## src/rtl/clkdiv_pkg.sv

```systemverilog
// clkdiv_pkg: shared types, limits and helpers for the multi-channel clock divider.
//   CLKDIV_MAX_NCH  upper bound on the number of divider channels
//   CLKDIV_HALF_W   container width of the per-channel half/pend_val registers;
//                   every configured CNT_W must not exceed it
//   clkdiv_half()   HALF value that turns f_in into f_out (f_in / (2*f_out) - 1)
//   clkdiv_cfg_t    per-channel configuration state {half, pend_val, pend}
package clkdiv_pkg;

    localparam int unsigned CLKDIV_MAX_NCH = 16;
    localparam int unsigned CLKDIV_HALF_W  = 32;

    typedef struct packed {
        logic [CLKDIV_HALF_W-1:0] half;
        logic [CLKDIV_HALF_W-1:0] pend_val;
        logic                     pend;
    } clkdiv_cfg_t;

    function automatic int unsigned clkdiv_half(input int unsigned f_in, input int unsigned f_out);
        return f_in / (2 * f_out) - 1;
    endfunction

endpackage

```

## src/rtl/clkdiv_channel.sv

```systemverilog
// clkdiv_channel: one divider channel producing a 50% duty square wave of
// period 2*(half+1) clk_in cycles.
// Optional feature macro: CLKDIV_TICK_EN (registered one-cycle tick on each
// rising toggle of clk_out; when undefined tick is tied low and has no flop).
// Ports:
//   clk_in   divider input clock
//   rst      asynchronous active-high reset
//   en       channel enable; low forces cnt=0, clk_out=0 and applies any pending HALF
//   wr       single-cycle write strobe for this channel
//   wr_half  HALF value captured when wr is high
//   clk_out  divided clock
//   tick     rising-toggle pulse (CLKDIV_TICK_EN only, else 0)
//   pend     a written HALF is waiting for the next toggle boundary
module clkdiv_channel
    import clkdiv_pkg::*;
#(
    parameter int unsigned      CNT_W    = 16,
    parameter logic [CNT_W-1:0] DEF_HALF = CNT_W'(499)
) (
    input  logic             clk_in,
    input  logic             rst,
    input  logic             en,
    input  logic             wr,
    input  logic [CNT_W-1:0] wr_half,
    output logic             clk_out,
    output logic             tick,
    output logic             pend
);

    logic [CNT_W-1:0] cnt_q, cnt_d;
    clkdiv_cfg_t      cfg_q, cfg_d;
    logic             out_q, out_d;
    logic             hit;

    // >= rather than == so a counter that is somehow past half still terminates.
    assign hit = CLKDIV_HALF_W'(cnt_q) >= cfg_q.half;

    always_comb begin
        cnt_d = cnt_q;
        cfg_d = cfg_q;
        out_d = out_q;
        if (!en) begin
            cnt_d = '0;
            out_d = 1'b0;
            if (cfg_q.pend) begin
                cfg_d.half = cfg_q.pend_val;
                cfg_d.pend = 1'b0;
            end
        end else if (hit) begin
            cnt_d = '0;
            out_d = ~out_q;
            if (cfg_q.pend) begin
                cfg_d.half = cfg_q.pend_val;
                cfg_d.pend = 1'b0;
            end
        end else begin
            cnt_d = cnt_q + CNT_W'(1);
        end
        // A write on the same edge as an apply lands after it: the old pending
        // value is consumed and the new one waits for the next boundary.
        if (wr) begin
            cfg_d.pend_val = CLKDIV_HALF_W'(wr_half);
            cfg_d.pend     = 1'b1;
        end
    end

    always_ff @(posedge clk_in or posedge rst) begin
        if (rst) begin
            cnt_q <= '0;
            cfg_q <= '{half: CLKDIV_HALF_W'(DEF_HALF), pend_val: '0, pend: 1'b0};
            out_q <= 1'b0;
        end else begin
            cnt_q <= cnt_d;
            cfg_q <= cfg_d;
            out_q <= out_d;
        end
    end

`ifdef CLKDIV_TICK_EN
    logic tick_q, tick_d;

    // Only a counted 0->1 toggle ticks; a disable-forced drop never does.
    assign tick_d = en & hit & ~out_q;

    always_ff @(posedge clk_in or posedge rst) begin
        if (rst) begin
            tick_q <= 1'b0;
        end else begin
            tick_q <= tick_d;
        end
    end

    assign tick = tick_q;
`else
    assign tick = 1'b0;
`endif

    assign clk_out = out_q;
    assign pend    = cfg_q.pend;

endmodule

```

## src/rtl/clock_divider_multi.sv

```systemverilog
// clock_divider_multi: NCH independent programmable clock dividers, each giving
// f_in / (2*(HALF+1)) with 50% duty. HALF is loaded through a shared config bus
// and applied only at a toggle boundary (or immediately while disabled).
// Optional feature macro: CLKDIV_TICK_EN (per-channel rising-toggle tick pulse).
// Parameters: NCH (1..CLKDIV_MAX_NCH), CNT_W (<= CLKDIV_HALF_W), DEF_HALF.
// Ports:
//   clk_in    divider input clock
//   rst       asynchronous active-high reset
//   ch_en     per-channel enable
//   cfg_wr    single-cycle write strobe for a new HALF
//   cfg_ch    target channel of cfg_wr (values >= NCH are ignored)
//   cfg_half  new HALF value
//   cfg_pend  per-channel "written HALF not yet applied"
//   clk_out   divided clocks
//   tick      per-channel rising-toggle pulse (0 unless CLKDIV_TICK_EN)
module clock_divider_multi
    import clkdiv_pkg::*;
#(
    parameter int unsigned      NCH      = 4,
    parameter int unsigned      CNT_W    = 16,
    parameter logic [CNT_W-1:0] DEF_HALF = CNT_W'(clkdiv_half(1_000_000, 1_000)),
    localparam int unsigned     CH_W     = (NCH > 1) ? $clog2(NCH) : 1
) (
    input  logic             clk_in,
    input  logic             rst,
    input  logic [NCH-1:0]   ch_en,
    input  logic             cfg_wr,
    input  logic [CH_W-1:0]  cfg_ch,
    input  logic [CNT_W-1:0] cfg_half,
    output logic [NCH-1:0]   cfg_pend,
    output logic [NCH-1:0]   clk_out,
    output logic [NCH-1:0]   tick
);

    logic [NCH-1:0] wr_stb;

    always_comb begin
        wr_stb = '0;
        for (int unsigned i = 0; i < NCH; i++) begin
            if (cfg_wr && (32'(cfg_ch) == i)) begin
                wr_stb[i] = 1'b1;
            end
        end
    end

    for (genvar g = 0; g < NCH; g++) begin : g_ch
        clkdiv_channel #(
            .CNT_W    (CNT_W),
            .DEF_HALF (DEF_HALF)
        ) u_ch (
            .clk_in   (clk_in),
            .rst      (rst),
            .en       (ch_en[g]),
            .wr       (wr_stb[g]),
            .wr_half  (cfg_half),
            .clk_out  (clk_out[g]),
            .tick     (tick[g]),
            .pend     (cfg_pend[g])
        );
    end

endmodule

```

## config.mk

```make
export PLATFORM = sky130hd
export DESIGN_NAME = clock_divider_multi
export DESIGN_NICKNAME = d
export VERILOG_FILES = /design/src/rtl/clkdiv_pkg.sv /design/src/rtl/clkdiv_channel.sv /design/src/rtl/clock_divider_multi.sv
export SDC_FILE = /design/constraint.sdc
export NUM_CORES = 1
export LEC_CHECK = 0
export BUFFER_PORTS_ARGS = -buffer_cell sky130_fd_sc_hd__buf_2
export CAP_MARGIN = 20
export CORE_MARGIN = 10
export CORE_UTILIZATION = 65
export CTS_CLUSTER_SIZE = 20
export DETAILED_ROUTE_END_ITERATION = 16
export GPL_TIMING_DRIVEN = 0
export PLACE_DENSITY = 0.92
export SLEW_MARGIN = 5
export SYNTH_ARGS = -nofsm -noshare
export SYNTH_HDL_FRONTEND = slang
export SYNTH_SLANG_ARGS = --single-unit
```

## constraint.sdc

```tcl
create_clock -name clk_in -period 8.9 [get_ports clk_in]
set_input_delay 0.445 -clock clk_in [delete_from_list [all_inputs] [get_ports clk_in]]
set_output_delay 0.445 -clock clk_in [all_outputs]
set_load 0.01 [all_outputs]
```

## Word-level counts from Yosys, hierarchy flattened

Index checks and enable logic that the tools add are counted.

- Bitwise gates (word level): 4
- Multiplexer cells: 44
- Magnitude comparators: 4
- Eq/ne operators: 11
- Reductions and logical operators: 5
- Add/subtract/negate cells: 4

Operators with widths:

| operator | number |
|---|---|
| $mux 32 | 12 |
| $ge 16x32->1 | 4 |
| $mux 16 | 8 |
| $add 16x1->16 const B | 4 |
| $mux 1 | 24 |
| $ne 3x1->1 const B | 4 |
| $ne 2x1->1 const B | 4 |
| $eq 2x2->1 const B | 2 |
| $logic_and 1x1->1 | 4 |
| $not 1->1 | 4 |
| $eq 2x1->1 const B | 1 |
| $logic_not 2->1 | 1 |

- Bits of input ports: 25
- Register bits after elaboration: 264

## Logic depth before layout (Yosys ltp)

Gate-level depths: netlist of run 1.

- Word-level depth: 4
- Gate-level depth with buffers: 8

## Hierarchy

From an unflattened synthesis of run 1, not the netlist that was laid out.

- Cells, all modules: 824
- Area, all modules: 10097.2 um^2

By module, submodules not included:

| module | sequential area each (um^2) | area an instance (um^2) | cells an instance | instances |
|---|---|---|---|---|
| clkdiv_channel | 1260.0 | 2514.9 | 205 | 4 |
| clock_divider_multi | 0.0 | 37.5 | 4 | 1 |

## Worst setup path before layout of run 1

Ideal clock, no wire load.

- Path type: flip-flop to flip-flop
- From: register g_ch[1].u_ch.cfg_q[41] in the netlist's numbering
- To: register g_ch[1].u_ch.cfg_q[42] in the netlist's numbering
- Path buffers: 1
- Path slack: 6719 ps
- Required time: 8775 ps
- Stages on the path, launching flop included: 9
- Data arrival time: 2056 ps
- Cells stage by stage: dfstp_2 > inv_1 > ha_1 > nand4_1 > nor4_1 > a22oi_1 > a21oi_4 > buf_6 > mux2_2

- Longest elaborated chain between the ends: 2

Ends and longest elaborated chain:

| item | line | text |
|---|---|---|
| start: declaration | clkdiv_channel.sv:31 | `clkdiv_cfg_t cfg_q, cfg_d;` |
| start signal: assignment | clkdiv_channel.sv:70 | `cfg_q <= '{half: CLKDIV_HALF_W'(DEF_HALF), pend_val: '0, pend: 1'b0};` |
| start signal: assignment | clkdiv_channel.sv:74 | `cfg_q <= cfg_d;` |
| $ge 16x32->1 | clkdiv_channel.sv:36 | `assign hit = CLKDIV_HALF_W'(cnt_q) >= cfg_q.half;` |
| $ne 2x1->1 (no source line) | n/a |  |

Every way passes these cells.
A chain may end at the register's enable or synchronous reset.

## Worst setup path in the final report of run 1

- From: register g_ch[1].u_ch.cnt_q[13]
- To: register g_ch[1].u_ch.cfg_q[48] in the netlist's numbering

- Longest elaborated chain between the ends: 2

Ends and longest elaborated chain:

| item | line | text |
|---|---|---|
| start: declaration | clkdiv_channel.sv:30 | `logic [CNT_W-1:0] cnt_q, cnt_d;` |
| start signal: assignment | clkdiv_channel.sv:73 | `cnt_q <= cnt_d;` |
| $ge 16x32->1 | clkdiv_channel.sv:36 |  |
| $ne 2x1->1 (no source line) | n/a |  |

Every way passes these cells.

==> results of run 1 <==
==> worst register-to-register path: cells and delay by family (launching register included) <==
family / cells / cell delay (ps)
AND/OR/NAND/NOR: 2 / 560
AO/OA/AOI/OAI: 2 / 530
flip-flops: 1 / 440
multiplexers: 1 / 350
adder cells (fa/ha/maj): 1 / 340
buffers and inverters: 1 / 210
==> per-layer routing <==
metal  vias up  wire (um)
met1      3228       8433
met4         0        346
met2       133      10120
li1       2898          -
met3        31        783
met5         -          0
==> cell usage in the layout, fill, tap and decap left out, types with 2 or more instances in the layout <==
master | Yosys | routed
dfrtp_1 | 172 | 172
mux2_2 | 121 | 121
nor2_1 | 87 | 87
inv_1 | 79 | 78
ha_1 | 68 | 68
nand2_1 | 47 | 47
buf_2 | 3 | 35
xor2_1 | 35 | 35
dfstp_2 | 28 | 28
a21oi_1 | 22 | 22
xnor2_1 | 21 | 21
o21ai_0 | 20 | 20
nand4_1 | 18 | 18
nand3_1 | 18 | 18
clkbuf_16 | 0 | 17
buf_4 | 12 | 12
mux2_1 | 11 | 11
and3_1 | 10 | 10
clkbuf_1 | 5 | 8
clkinvlp_4 | 0 | 6
nor3_1 | 5 | 5
nor2b_1 | 4 | 4
nor3b_1 | 4 | 4
buf_6 | 4 | 4
and4_1 | 4 | 4
conb_1 | 1 | 4
nor4_1 | 3 | 3
a32oi_1 | 3 | 3
bufinv_16 | 0 | 3
o211ai_1 | 2 | 2
nor3_2 | 2 | 2
o2111ai_1 | 2 | 2
a21oi_2 | 2 | 2
nand3b_1 | 2 | 2
==> kinds of logic after synthesis <==
logic type | after synthesis
other | 1
flip-flops | 200
multiplexers | 132
XOR/XNOR | 56
buffers and inverters | 103
AO/OA/AOI/OAI | 57
adder cells (fa/ha/maj) | 68
AND/OR/NAND/NOR | 207
==> final cells by class <==
type / count / area, um2
flip-flops and latches: 200 / 5040
fillers: 914 / 3821
plain buffers: 24 / 168.9
clock buffers: 21 / 450.4
repair buffers: 33 / 187.7
clock inverters: 11 / 148.9
well taps: 184 / 230.2
inverters: 79 / 304.0
multi-input cells: 524 / 4183
==> how the worst min path moves through the flow <==
stage | startpoint | endpoint | slack, ps | cells after the start
2_1_floorplan | g_ch[1].u_ch.cnt_q[0] | g_ch[1].u_ch.cnt_q[0] | 450 | 1
6_report | rst | g_ch[3].u_ch.cfg_q[13] | 60 | 2
3_3_place_gp | g_ch[3].u_ch.cfg_q[48] | g_ch[3].u_ch.cfg_q[48] | 470 | 1
5_1_grt | rst | g_ch[0].u_ch.cfg_q[9] | 100 | 2
3_5_place_dp | g_ch[3].u_ch.cfg_q[36] | g_ch[3].u_ch.cfg_q[36] | 480 | 1
4_1_cts | rst | g_ch[0].u_ch.cfg_q[13] | 80 | 2
==> power by group through the flow <==
stage	Combinational, mW	Clock (mW)	Sequential [mW]
finish	0.497	0.784	1.24
global route	0.560	0.827	1.26
CTS	0.501	0.789	1.24
detailed placement	0.480	0	1.25
global placement	0.440	0	1.24
floorplan	0.373	0	1.21
==> state kept, by name, summed over array words and instances (netlist names) <==
register	cells
g_ch.u_ch.pend	4
g_ch.u_ch.clk_out	4
g_ch.u_ch.cnt_q	64
g_ch.u_ch.cfg_q	128
==> through the flow <==
step / area [um2] / total power [mW] / hold WS (ps) / util
floorplan: 9688 / 1.585 / 453.6 / -
global placement: 10080 / 1.677 / 471.5 / 0.6934
detailed placement: 10110 / 1.731 / 480.0 / 0.6959
CTS: 10710 / 2.528 / 84.09 / 0.7371
global route: 10710 / 2.650 / 102.1 / 0.7371
finish: 10710 / 2.519 / 63.34 / 0.7371
==> flow_metrics.py, run 1 <==
metrics = {
    "clocking": {
        "root_buffer": "clkbuf_16",
        "numCtsBuffers": 17,
        "insertion_delay_ps": 430,
        "path_clk_slew_ps": 70,
        "clk_path_buf_depth": 2,
        "cts_tree": "done",
        "cts.sinks": 200,
        "cts_resized": 0,
        "h-tree-depth": 4,
        "cts_setup_buffers": 0,
        "postCtsHoldBufs": 0,
    },
    "synth": {
        "syn_avg_cell_area_um2": 11.74,
        "synth-adder-area-share": 0.08792,
        "yosysUniqueCellTypes": 40,
        "synth-edff-count": 0,
        "synth_seq_area_share": 0.5208,
        "syn-cell-area_mm2": 0.009677,
        "yosys.area.top_type": "dfrtp_1",
        "synth.area.mux_share": 0.1536,
        "synth_compound_area_frac": 0.03814,
        "synth_top_area_share": 0.4448,
        "synthTopCellsByCount": "dfrtp_1 (172), mux2_2 (121), nor2_1 (87)",
        "synthSimpleGateAreaFrac": 0.1003,
        "yosys_most_used_dff": "dfrtp_1",
        "yosysWarnings": 0,
        "synthArstFlopShare": 1.000,
        "synth-seq-cells": 200,
        "synth_most_common_cell": "dfrtp_1",
        "synth_area_leaders": "dfrtp_1 (44%), mux2_2 (14%), ha_1 (8.8%)",
        "synth-xor-area-share": 0.05069,
        "synth_top_family_by_area": "multiplexers",
        "synth_cells": 824,
    },
    "worst_setup_path": {
        "start_kind": "flip-flop",
        "critPathBufInv": 1,
        "critPathLaunch": "g_ch[1].u_ch.cnt_q[13]",
        "worst_ep_required_time_ps": 9210,
        "rrSetupSlack_ps": 6340,
        "rr_startpoint": "g_ch[1].u_ch.cnt_q[13]",
        "critPathArrivalTime_ps": 2870,
        "cp_cell_sequence": "ha_1 -> nand4_1 -> nor4_1 -> a22oi_1 -> a21oi_4 -> buf_6 -> mux2_2",
        "r2r_end": "g_ch[1].u_ch.cfg_q[48]",
        "path_delay_family": "simple AND/OR/NAND/NOR gates",
        "cp.depth": 7,
        "slowest_stage": "dfrtp_1",
        "reg2reg_depth": 7,
        "crit_type": "flip-flop to flip-flop",
        "slowest_delay_ps": 440,
        "crit_end": "g_ch[1].u_ch.cfg_q[48]",
        "worstSetupEndpointType": "flip-flop",
        "worstPathMaxFanout": 10,
    },
    "route": {
        "post_drt_wl_per_cell_um": 18.29,
        "wirelength_mm": 19.68,
        "first_pass_iters": 5,
        "via_count": 6290,
        "postRouteAntennaNets": 0,
        "via_per_inst": 5.846,
        "drt_iter0_markers": 472,
        "drcViolationCount": 0,
    },
    "floorplanning": {
        "num_rows": 44,
        "start_util": 0.6658,
        "fp.dieW_um": 142.0,
        "io_pins": 37,
        "dieHeight_um": 142.0,
        "dieArea_mm2": 0.02017,
        "core_mm2": 0.01453,
    },
    "sta": {
        "rsz0062_at_grt": "false",
        "slew_violations": 0,
        "setup_viol": 0,
        "clock_skew_ps": 6.374,
        "min_period_ps": 2561,
        "setup_tns_ps": 0,
        "hold_violations": 0,
        "max_clock_freq_mhz": 390.5,
        "relSlewSlack": 0.5705,
        "worst_pin_slew_ps": 644.2,
        "fin_ws_ps": 6339,
        "period_share": 0.2878,
    },
    "placed_design": {
        "dp.cells": 1044,
        "gp_congestion": 0.8070,
        "pre_cts_slack_ps": 6452,
        "dp_hpwl_mm": 13.49,
        "io_buffers": 32,
    },
    "power_and_ir_drop": {
        "p_int_mw": 1.826,
        "ir_drop_mv": 0.1961,
        "power_switching_share": 0.2752,
        "p_seq_frac": 0.492,
        "switchingPower_mw": 0.6931,
        "total_leakage_power_nw": 4.993,
        "power_density_mw_per_mm2": 235.1,
        "p_comb_frac": 0.197,
        "p_clk_frac": 0.311,
    },
    "final_layout": {
        "diodes": 0,
        "final-instance-count-excl-fill": 1076,
        "layout-drive-gt1-share": 0.2713,
        "nets": 972,
        "area_delta_synth_final_pct": 10.71,
    },
    "global_route": {
        "gr-max-usage-layer": "met2",
        "grtUsageMet2": 0.3488,
        "grt_antenna_before_repair": 0,
        "grt-ovfl-total": 0,
        "grt_max_degree": 130,
        "grt_pass1_wl_mm": 33.15,
        "grt_use_total": 0.2042,
        "grt_pass1_vias": 6815,
        "use_met3": 0.04506,
        "use_met1": 0.2524,
    },
    "min_path": {
        "min_path_type": "input pin to asynchronous set/reset pin",
    },
    "run_status": {
        "outcome": "completed",
    },
    "run": {
        "maxCapViolations": 0,
    },
}
Power figures use the tool's default switching activity.
==> run 2: changes to the inputs <==
--- a/config.mk
+++ b/config.mk
@@ -5,14 +5,15 @@
 export SDC_FILE = /design/constraint.sdc
 export NUM_CORES = 1
 export LEC_CHECK = 0
+export ABC_AREA = 1
 export BUFFER_PORTS_ARGS = -buffer_cell sky130_fd_sc_hd__buf_2
 export CAP_MARGIN = 20
 export CORE_MARGIN = 10
-export CORE_UTILIZATION = 65
+export CORE_UTILIZATION = 62
 export CTS_CLUSTER_SIZE = 20
 export DETAILED_ROUTE_END_ITERATION = 16
 export GPL_TIMING_DRIVEN = 0
-export PLACE_DENSITY = 0.92
+export PLACE_DENSITY = 0.89
 export SLEW_MARGIN = 5
 export SYNTH_ARGS = -nofsm -noshare
 export SYNTH_HDL_FRONTEND = slang
==> constraint.sdc (replaced) <==
create_clock -name clk_in -period 2.43 [get_ports clk_in]
set_input_delay 0.1215 -clock clk_in [delete_from_list [all_inputs] [get_ports clk_in]]
set_output_delay 0.1215 -clock clk_in [all_outputs]
set_load 0.01 [all_outputs]
==> run 2 against run 1 <==
  * Largest cell class unchanged
  * Clock power increased to 3.8 times the previous value
  * First-iteration DRC count increased by 14%
  * Critical endpoint is now g_ch[2].u_ch.cfg_q[42]
  * Cell count increased by 38%
  * Core utilization decreased by 2.5 points
  * Final area increased by 6.4%
==> flow_metrics.py, run 2 <==
metrics = {
    "run_status": {
        "outcome": "completed",
    },
    "global_route": {
        "grt_pass1_wl_mm": 39.58,
        "grt-ovfl-total": 0,
        "grt_use_total": 0.2205,
        "grt_antenna_before_repair": 0,
        "grt_max_degree": 33,
        "grt_pass1_vias": 8297,
    },
    "final_layout": {
        "area_delta_synth_final_pct": 12.13,
        "diodes": 0,
        "final_cell_mix": "nand2_1 (326), dfrtp_1 (172), inv_1 (149)",
        "top_regs": "g_ch.u_ch.cfg_q x128, g_ch.u_ch.cnt_q x64",
        "largest_reg_flops": 128,
        "n_fill_cell": 1127,
        "final_cell_area_mm2": 0.01139,
        "postLayoutCoreUtil": 0.7122,
        "final-instance-count-excl-fill": 1486,
        "final_common_cell": "nand2_1",
        "largest-register": "g_ch.u_ch.cfg_q",
        "nets": 1350,
        "layout-drive-gt1-share": 0.1252,
    },
    "clocking": {
        "numCtsBuffers": 17,
        "clk_path_buf_depth": 2,
        "cts_tree": "done",
        "path_clk_slew_ps": 80,
        "root_buffer": "clkbuf_16",
        "cts.sinks": 200,
        "h-tree-depth": 4,
        "insertion_delay_ps": 450,
        "cts_setup_buffers": 0,
    },
    "synth": {
        "syn_avg_cell_area_um2": 8.518,
        "synth_top_family_by_area": "simple AND/OR/NAND/NOR gates",
        "synthSimpleGateAreaFrac": 0.2493,
        "synth-edff-count": 0,
        "yosys_most_used_dff": "dfrtp_1",
        "yosysWarnings": 0,
        "synthTopCellsByCount": "nand2_1 (326), dfrtp_1 (172), inv_1 (150)",
        "synth_most_common_cell": "nand2_1",
        "synth_compound_area_frac": 0.06316,
        "synth-adder-area-share": 0.08372,
        "synth_area_leaders": "dfrtp_1 (42%), nand2_1 (12%), ha_1 (8.4%)",
        "synth_top_area_share": 0.4235,
        "synth-seq-cells": 200,
        "syn-cell-area_mm2": 0.01016,
        "synth.area.mux_share": 0,
        "synth_seq_area_share": 0.4959,
        "yosysUniqueCellTypes": 36,
        "synth_cells": 1193,
        "synthArstFlopShare": 1.000,
        "synth-xor-area-share": 0.02155,
        "yosys.area.top_type": "dfrtp_1",
    },
    "worst_setup_path": {
        "rrSetupSlack_ps": 320,
        "slowest_delay_ps": 550,
        "reg2reg_depth": 13,
        "start_kind": "flip-flop",
        "rr_startpoint": "g_ch[2].u_ch.cfg_q[40]",
        "crit_top_cell": "nand2_1",
        "slowest_stage": "dfstp_2",
        "critPathArrivalTime_ps": 2440,
        "crit_type": "flip-flop to flip-flop",
        "cp_cell_sequence": "inv_1 -> ha_1 -> nand2_1 -> nor2_1 -> and2_1 -> nor2_1 -> nand2_1 -> nand2_2 -> nand2_2 -> nand2_4 -> buf_6 -> nand2_1 -> nand2_1",
        "worstSetupEndpointType": "flip-flop",
        "r2r_end": "g_ch[2].u_ch.cfg_q[42]",
        "worstPathMaxFanout": 10,
        "worst_ep_required_time_ps": 2760,
    },
    "power_and_ir_drop": {
        "p_comb_frac": 0.267,
        "p_seq_frac": 0.447,
        "ir_drop_mv": 0.6666,
        "switchingPower_mw": 3.511,
        "total_leakage_power_nw": 5.844,
        "p_total_mw": 10.45,
        "p_int_mw": 6.942,
        "power_density_mw_per_mm2": 917.3,
        "p_clk_frac": 0.286,
        "power_switching_share": 0.3359,
    },
    "route": {
        "drt_iter0_markers": 538,
        "postRouteAntennaNets": 0,
        "via_count": 8160,
        "wirelength_mm": 23.17,
        "via_per_inst": 5.491,
        "drcViolationCount": 0,
        "first_pass_iters": 5,
        "post_drt_wl_per_cell_um": 15.59,
    },
    "floorplanning": {
        "dieArea_mm2": 0.02191,
        "io_pins": 37,
        "core_mm2": 0.01600,
        "start_util": 0.6351,
        "fp.dieW_um": 148.0,
        "num_rows": 46,
        "dieHeight_um": 148.0,
    },
    "min_path": {
        "min_path_type": "input pin to flip-flop",
        "holdPathStages": 3,
        "hp-start": "ch_en[1]",
        "worst_hold_path.endpoint": "g_ch[1].u_ch.clk_out",
    },
    "sta": {
        "max_clock_freq_mhz": 473.6,
        "hold_violations": 0,
        "clock_skew_ps": 13.85,
        "rsz0062_at_grt": "false",
        "setup_viol": 0,
        "period_share": 0.8689,
        "setup_tns_ps": 0,
        "slew_violations": 0,
        "min_period_ps": 2111,
        "hold_ws_ps": 29.18,
        "fin_ws_ps": 318.6,
        "relSlewSlack": 0.5225,
        "worst_pin_slew_ps": 714.7,
    },
    "run": {
        "maxCapViolations": 0,
    },
    "placed_design": {
        "dp.cells": 1450,
        "io_buffers": 32,
        "pre_cts_slack_ps": 399.6,
        "gp_congestion": 0.8045,
        "dp_hpwl_mm": 15.93,
        "postPlaceCellArea_mm2": 0.01074,
    },
}
==> run 2: layout make-up <==
type	count	area (um2)	share of cell area
plain buffers	48	310.3	0.02723
clock inverters	12	162.7	0.01427
repair buffers	42	327.8	0.02877
clock buffers	20	456.7	0.04008
flip-flops and latches	200	5040	0.4423
multi-input cells	798	4260	0.3739
inverters	150	566.8	0.04974
well taps	216	270.3	0.02372
==> run 2: worst max-delay path by stage <==
| stage | startpoint | end | slack [ps] | depth (start not counted) |
|---|---|---|---|---|
| after floorplan | rst | g_ch[0].u_ch.cfg_q[10] | -260 | 1 |
| after global placement | rst | g_ch[1].u_ch.cnt_q[13] | -1380 | 2 |
| after detailed placement | g_ch[1].u_ch.cfg_q[34] | g_ch[1].u_ch.cfg_q[46] | 400 | 14 |
| after global routing | g_ch[1].u_ch.cfg_q[34] | g_ch[1].u_ch.cfg_q[41] | 160 | 14 |
| final | g_ch[2].u_ch.cfg_q[40] | g_ch[2].u_ch.cfg_q[42] | 320 | 13 |
| after CTS | g_ch[2].u_ch.cfg_q[40] | g_ch[2].u_ch.cfg_q[42] | 330 | 13 |
==> run 2: layer usage <==
metal,routed length [um],up-vias,part of all wire,GRT usage
met5,0,-,0,0
met4,992,0,0.043,0.1120
met3,1033,86,0.045,0.04151
met2,11730,238,0.51,0.3788
met1,9415,3928,0.41,0.2578
li1,-,3908,-,-
==> run 2: repair_timing <==
item / 4_1_cts / 5_1_grt
hold endpoints to repair: 27 / 0
hold buffers: 4 / 0
resized for setup: 0 / 0
==> run 2: kinds of logic after synthesis <==
group,after synthesis
XOR/XNOR,25
adder cells (fa/ha/maj),68
AND/OR/NAND/NOR,581
other,1
AO/OA/AOI/OAI,120
buffers and inverters,198
flip-flops,200
==> run 2: power groups by stage <==
stage / Combinational (mW) / Clock, mW / Sequential (mW)
6_report: 2.79 / 2.99 / 4.68
5_1_grt: 3.25 / 3.14 / 4.76
4_1_cts: 2.79 / 2.99 / 4.66
3_5_place_dp: 2.71 / 0 / 4.69
3_3_place_gp: 2.51 / 0 / 4.67
2_1_floorplan: 2.11 / 0 / 4.56
==> run 2: critical path, delay by kind of cell, from the launching register on <==
family,cells,cell delay [ps]
AND/OR/NAND/NOR,10,920
buffers and inverters,2,210
flip-flops,1,550
adder cells (fa/ha/maj),1,290
